==> src/rtl/bcd_conv.sv <==
// Sequential 14-bit binary to 4-digit packed BCD converter (double dabble, one step per clock).
// Displayed outputs only change when a conversion completes, so the display never sees partial values.
module bcd_conv #(
    parameter bit SAT_EN = 1'b1
) (
    input  logic        sys_clk,
    input  logic        sys_rst,
    input  logic        start,
    input  logic [13:0] bin_in,
    input  logic [3:0]  dp_in,
    output logic        busy,
    output logic        done,
    output logic [15:0] bcd_out,
    output logic [3:0]  dp_out,
    output logic        ovf
);

    typedef enum logic [1:0] {IDLE, SHIFT, DONE} state_t;

    localparam logic [15:0] OVF_VAL = SAT_EN ? 16'h9999 : 16'hFFFF;
    localparam logic [3:0]  LAST_STEP = 4'd13;

    state_t      state_q;
    logic [13:0] bin_q, bin_d;
    logic [15:0] acc_q, acc_d, adj;
    logic [3:0]  step_q;
    logic [3:0]  dp_cap_q;
    logic        flag_q;
    logic        busy_q, done_q, ovf_q;
    logic [15:0] bcd_q;
    logic [3:0]  dp_q;

    // One double-dabble step: nibble adjust (4-bit wrap), then shift {acc, bin} left.
    always_comb begin
        adj = acc_q;
        for (int i = 0; i < 4; i++) begin
            if (acc_q[4*i +: 4] >= 4'd5)
                adj[4*i +: 4] = acc_q[4*i +: 4] + 4'd3;
        end
        acc_d = (adj << 1) | {15'd0, bin_q[13]};
        bin_d = bin_q << 1;
    end

    always_ff @(posedge sys_clk or posedge sys_rst) begin
        if (sys_rst) begin
            state_q  <= IDLE;
            bin_q    <= '0;
            acc_q    <= '0;
            step_q   <= '0;
            dp_cap_q <= '0;
            flag_q   <= 1'b0;
            busy_q   <= 1'b0;
            done_q   <= 1'b0;
            ovf_q    <= 1'b0;
            bcd_q    <= '0;
            dp_q     <= '0;
        end else begin
            case (state_q)
                IDLE, DONE: begin
                    done_q <= 1'b0;
                    if (start) begin
                        bin_q    <= bin_in;
                        dp_cap_q <= dp_in;
                        flag_q   <= (bin_in > 14'd9999);
                        acc_q    <= '0;
                        step_q   <= '0;
                        busy_q   <= 1'b1;
                        state_q  <= SHIFT;
                    end else begin
                        busy_q   <= 1'b0;
                        state_q  <= IDLE;
                    end
                end
                SHIFT: begin
                    acc_q  <= acc_d;
                    bin_q  <= bin_d;
                    step_q <= step_q + 4'd1;
                    if (step_q == LAST_STEP) begin
                        state_q <= DONE;
                        busy_q  <= 1'b0;
                        done_q  <= 1'b1;
                        bcd_q   <= flag_q ? OVF_VAL : acc_d;
                        dp_q    <= dp_cap_q;
                        ovf_q   <= flag_q;
                    end
                end
                default: begin
                    state_q <= IDLE;
                    busy_q  <= 1'b0;
                    done_q  <= 1'b0;
                end
            endcase
        end
    end

    assign busy    = busy_q;
    assign done    = done_q;
    assign bcd_out = bcd_q;
    assign dp_out  = dp_q;
    assign ovf     = ovf_q;

endmodule

==> config.mk <==
export PLATFORM = sky130hd
export DESIGN_NAME = bcd_conv
export DESIGN_NICKNAME = d
export VERILOG_FILES = /design/src/rtl/bcd_conv.sv
export SDC_FILE = /design/constraint.sdc
export NUM_CORES = 1
export LEC_CHECK = 0
export ABC_AREA = 1
export CORE_UTILIZATION = 56
export CTS_CLUSTER_SIZE = 12
export DETAILED_ROUTE_END_ITERATION = 7
export DONT_BUFFER_PORTS = 1
export GPL_TIMING_DRIVEN = 0
export PLACE_DENSITY = 0.72
export SETUP_SLACK_MARGIN = 0.15
export SLEW_MARGIN = 40
export SYNTH_ARGS = -nofsm -noshare
export SYNTH_HDL_FRONTEND = slang
export SYNTH_SLANG_ARGS = --single-unit
==> constraint.sdc <==
create_clock -name sys_clk -period 2 [get_ports sys_clk]
set_input_delay 0.4 -clock sys_clk [delete_from_list [all_inputs] [get_ports sys_clk]]
set_output_delay 0.4 -clock sys_clk [all_outputs]
set_load 0.01 [all_outputs]
Yosys cells after proc, flatten, opt, wreduce, memory -nomap -nowiden
Cells that the tools add are included.
{"block": "classes", "mux": 19, "n_bitwise": 1, "n_reduce_logical": 6, "addsub": 5, "magnitude_cmp": 5, "n_eq_ne": 5}
{"cell": "$mux W16", "n": 2}
{"cell": "$pmux W16 S2", "n": 1}
{"cell": "$pmux W14 S2", "n": 1}
{"cell": "$ge A4 B3 Y1 const B", "n": 4}
{"cell": "$mux W4", "n": 4}
{"cell": "$or A16 B1 Y16", "n": 1}
{"cell": "$gt A14 B14 Y1 const B", "n": 1}
{"cell": "$mux W14", "n": 1}
{"cell": "$add A4 B2 Y4 const B", "n": 3}
{"cell": "$pmux W4 S2", "n": 1}
{"cell": "$reduce_and A2 Y1", "n": 3}
{"cell": "$mux W1", "n": 5}
{"cell": "$add A4 B1 Y4 const B", "n": 1}
{"cell": "$eq A4 B4 Y1 const B", "n": 1}
{"cell": "$ne A2 B2 Y1 const B", "n": 2}
{"cell": "$pmux W2 S2", "n": 1}
{"cell": "$add A3 B2 Y3 const B", "n": 1}
{"cell": "$mux W3", "n": 1}
{"cell": "$eq A2 B1 Y1 const B", "n": 1}
{"cell": "$eq A2 B2 Y1 const B", "n": 1}
{"cell": "$logic_not A2 Y1", "n": 1}
{"cell": "$mux W2", "n": 1}
{"cell": "$pmux W1 S2", "n": 1}
{"cell": "$reduce_bool A2 Y1", "n": 1}
{"cell": "$reduce_or A2 Y1", "n": 1}
{"block": "word_totals", "in_bits": 21, "regBits": 64, "elab_cells": 52, "output_inout_bits": 23}

Logic depth before layout (Yosys ltp)
{"block": "logic_depth", "word_depth": 4, "ltp_mapped": 9}

Worst setup path before layout
No wires, ideal clock.
{"block": "synth_timing", "path_kind": "flip-flop to flip-flop", "from": "reg acc_q[8]", "to": "reg acc_q[12]", "setup_slack_ns": 0.684, "synth_period_minus_slack_ns": 1.316, "arrival_time_ns": 1.190, "stages_incl_launch_ff": 8, "cell_sequence": "dfrtp_1 > inv_1 > ha_1 > inv_1 > o21ai_0 > nand2_1 > nand3_1 > o21ai_0"}
{"block": "synth_between", "elab_chain_len": 4, "word_cells_on_any_way": 5, "classes_between": "add/sub (1); order compare (1); mux (2); bitwise (1)"}
{"element": "start: declaration", "line_no": "25", "source": "logic [15:0] acc_q, acc_d, adj;"}
{"element": "start signal: assignment", "line_no": "48", "source": "acc_q <= '0;"}
{"element": "start signal: assignment", "line_no": "65", "source": "acc_q <= '0;"}
{"element": "start signal: assignment", "line_no": "75", "source": "acc_q <= acc_d;"}
{"element": "$add A4 B2 Y4 or $ge A4 B3 Y1 (tied branches)", "line_no": "38, 37"}
{"element": "$mux W4 *", "line_no": "37", "source": "if (acc_q[4*i +: 4] >= 4'd5)"}
{"element": "$or A16 B1 Y16 *", "line_no": "40", "source": "acc_d = (adj << 1) | {15'd0, bin_q[13]};"}
{"element": "$pmux W16 S2 *", "line_no": "58", "source": "case (state_q)"}
Mark *: on every way between the ends. The rest lies on a longest branch, timed or not.
A chain may end at the register's enable or synchronous reset.

Final worst setup path
{"block": "layout_timing", "from": "reg acc_q[8]", "to": "reg bcd_q[10] (netlist: bcd_out[10])"}
{"block": "layout_between", "elab_chain_len": 4, "word_cells_on_any_way": 5, "classes_between": "add/sub (1); order compare (1); mux (2); bitwise (1)"}
{"element": "$add A4 B2 Y4 or $ge A4 B3 Y1 (tied branches)", "line_no": "38, 37"}
{"element": "$mux W4 *", "line_no": "37"}
{"element": "$or A16 B1 Y16 *", "line_no": "40"}
{"element": "$mux W16 *", "line_no": "82", "source": "bcd_q <= flag_q ? OVF_VAL : acc_d;"}
{"element": "end signal: assignment", "line_no": "82"}
{"element": "end: declaration", "line_no": "30", "source": "logic [15:0] bcd_q;"}
Marked as above.

==> reports/results.ini <==
[sta]
relSlewSlack=0.729
hold_viol=0
worst_pin_slew_ns=0.402
rsz0062_at_grt=no
finalCritPeriodShare=0.810
period_minus_slack_ns=1.62
fmax_mhz=617
hold_slack_ns=0.167
finClkSkew_ns=0.00879
finalMaxSlewViolations=0
setup_violations=0
finalSetupTns_ns=0

[drt]
wire_per_inst_um=13.5
vias=2328
drc=0
first_pass_iters=4
wl_mm=5.96
drt-initial-drc-count=143
via_per_inst=5.27
detail-route-antenna-nets=0

[clock_network]
clk_latency_ns=0.34
cts_buffer_depth=2
numCtsBuffers=9
numClockSinks=63
htree_levels=3
cts_resized=0
tritoncts=yes
clk_pin_slew_worst_paths_ns=0.07
cts_root_buf=clkbuf_8

[setup_path]
crit_path_start_kind=flop
critPathMaxFanout=4
required_ns=2.28
r2r_start=acc_q[8]$_DFFE_PP0P_
cp_slowest_stage_delay_ns=0.41
crit_slowest_cell=dfrtp_1
r2r_slack_ns=0.38
crit_path_end_kind=flop
crit_path_cell_trace=inv_1, ha_1, inv_1, o21ai_0, nand2_1, nand2_1, nand3_1, nand2_1
endpoint=bcd_out[10]$_DFFE_PP0P_
cp-startpoint=acc_q[8]$_DFFE_PP0P_
arrival_ns=1.91
crit_type=reg2reg
crit_top_cell=nand2_1
reg2reg_to=bcd_out[10]$_DFFE_PP0P_
ff2ff_path_depth=8

[placed_design]
dp_hpwl_mm=4.15
gp_congestion=0.825
portBuffers=0

[logic_synthesis]
synth_fp_nets=384
post-synth-top-area-cell=dfrtp_1
ys_warn_count=0
ys_seq_area_frac=0.534
synthTopCellsByArea=dfrtp_1 (53%), nand2_1 (17%), nand3_1 (6.6%)
synth_top_area_frac=0.534
synth.distinct_cells=23
synth_seq_cells=63
syn_area_per_cell_um2=8.37
synthCells=353
synth_area_mm2=0.00295

[global_route]
antenna_found_initial=0
first_global_vias=2177
grt_max_degree=26
grt-ovfl-total=0
grt_first_pass_wirelength_mm=9.80
gr-usage-all-layers=0.241

[floorplanning]
fp.coreArea_mm2=0.00511
initial_core_util=0.578
pin_count=44
die_height_um=74.6
die-width_um=74.6
dieArea_mm2=0.00557
rows=26

[run]
cap_violations=0

[final_layout]
n_antenna_cell=0
drive_gt1_frac=0.0968
area_growth_pct=12.5
fillers=445
nets=398

[pwr]
p_leak_nw=1.74
power.density_mw_per_mm2=1700
ir_worst_vdd_mv=0.769

[run_status]
status=completed

[worst_hold_path]
min_from=dp_in[3]
hold_path.class=in2reg

sequential cells by signal (all words and copies together), names as in the netlist:
name and cells:
bin_q 14, step_q 4, state_q 2, dp_cap_q 4, bcd_out 16, acc_q 16
busy 1, flag_q 1, dp_out 4, ovf 1
per-layer routing:
metal	wire, um	share of wire	global-route usage	up-vias
li1	-	-	-	1153
met1	2760	0.46	0.324	1095
met2	2810	0.47	0.373	65
met3	258	0.043	0.0522	15
met4	136	0.023	0.119	0
met5	0	0	0	-
cell type report:
| cell class | count | area, um2 | area share |
|---|---|---|---|
| inverters | 37 | 143 | 0.0429 |
| flip-flops and latches | 63 | 1580 | 0.474 |
| clock buffers | 14 | 193 | 0.0580 |
| repair buffers | 3 | 50.0 | 0.0151 |
| well taps | 70 | 87.6 | 0.0264 |
| plain buffers | 11 | 70.1 | 0.0211 |
| clock inverters | 2 | 35.0 | 0.0105 |
| multi-input cells | 242 | 1170 | 0.352 |
metrics by stage:
stage | cell area (um2) | instances | util | power (W) | setup slack, ns
2_1_floorplan | 2960 | 353 | - | 0.00394 | 0.684
3_3_place_gp | 3050 | 423 | 0.596 | 0.00435 | 0.508
3_5_place_dp | 3090 | 425 | 0.604 | 0.00444 | 0.456
4_1_cts | 3320 | 442 | 0.651 | 0.00568 | 0.419
5_1_grt | 3320 | 442 | 0.651 | 0.00614 | 0.227
6_report | 3320 | 442 | 0.651 | 0.00566 | 0.379
timing repair:
action | 4_1_cts | 5_1_grt
hold buffers | 1 | 0
buffers inserted | 0 | 0
hold endpoints to repair | 15 | 0
synthesized netlist by cell type:
library cell  instances
nand2_1             136
dfrtp_1              63
nand3_1              39
inv_1                37
nor2_1               15
o21ai_0              11
ha_1                 10
a21oi_1               8
buf_2                 8
o22ai_1               6
o211ai_1              4
buf_6                 2
nand4_1               2
o221ai_1              2
or2_2                 2
a22o_1                1
buf_4                 1
nand2_2               1
nand3_4               1
nor2_4                1
nor3_4                1
o21a_1                1
xnor2_1               1
report_power, final:
group          internal [W]  total (W)  switching (W)
Clock              0.000744    0.00122       0.000479
Combinational      0.000760    0.00209        0.00133
Sequential          0.00187    0.00234       0.000472
cells in the final DEF, fill, tap and decap left out, types with 2 or more instances in the layout:
master and n:
a21oi_1 8, buf_12 2, buf_2 8, buf_6 2, clkbuf_8 14, dfrtp_1 63
ha_1 10, inv_1 36, nand2_1 136, nand3_1 39, nand4_1 2, nor2_1 15
o211ai_1 4, o21ai_0 11, o221ai_1 2, o22ai_1 6, or2_2 2
worst max-delay path, delay by kind of cell, from the launching register on:
family	cells	cell delay [ns]
AND/OR/NAND/NOR	4	0.49
AO/OA/AOI/OAI	1	0.34
buffers and inverters	2	0.15
adder cells (fa/ha/maj)	1	0.17
flip-flops	1	0.41
worst min path at each step:
stage                                    to  cells past startpoint  slack, ns
CTS                 dp_cap_q[0]$_DFFE_PP0P_                      2       0.16
floorplan              acc_q[9]$_DFFE_PP0P_                      2       0.45
detailed placement  bcd_out[15]$_DFFE_PP0P_                      1       0.28
global route        dp_cap_q[2]$_DFFE_PP0P_                      2       0.16
finish              dp_cap_q[3]$_DFFE_PP0P_                      2       0.17
global placement      dp_out[0]$_DFFE_PP0P_                      2       0.46
cell families after synthesis:
family,count (synthesis),synth area share
adder cells (fa/ha/maj),10,0.0424
XOR/XNOR,1,0.00297
buffers and inverters,48,0.0707
AO/OA/AOI/OAI,33,0.0665
flip-flops,63,0.534
AND/OR/NAND/NOR,198,0.284
Note: power is estimated with default switching activity, not from simulation.
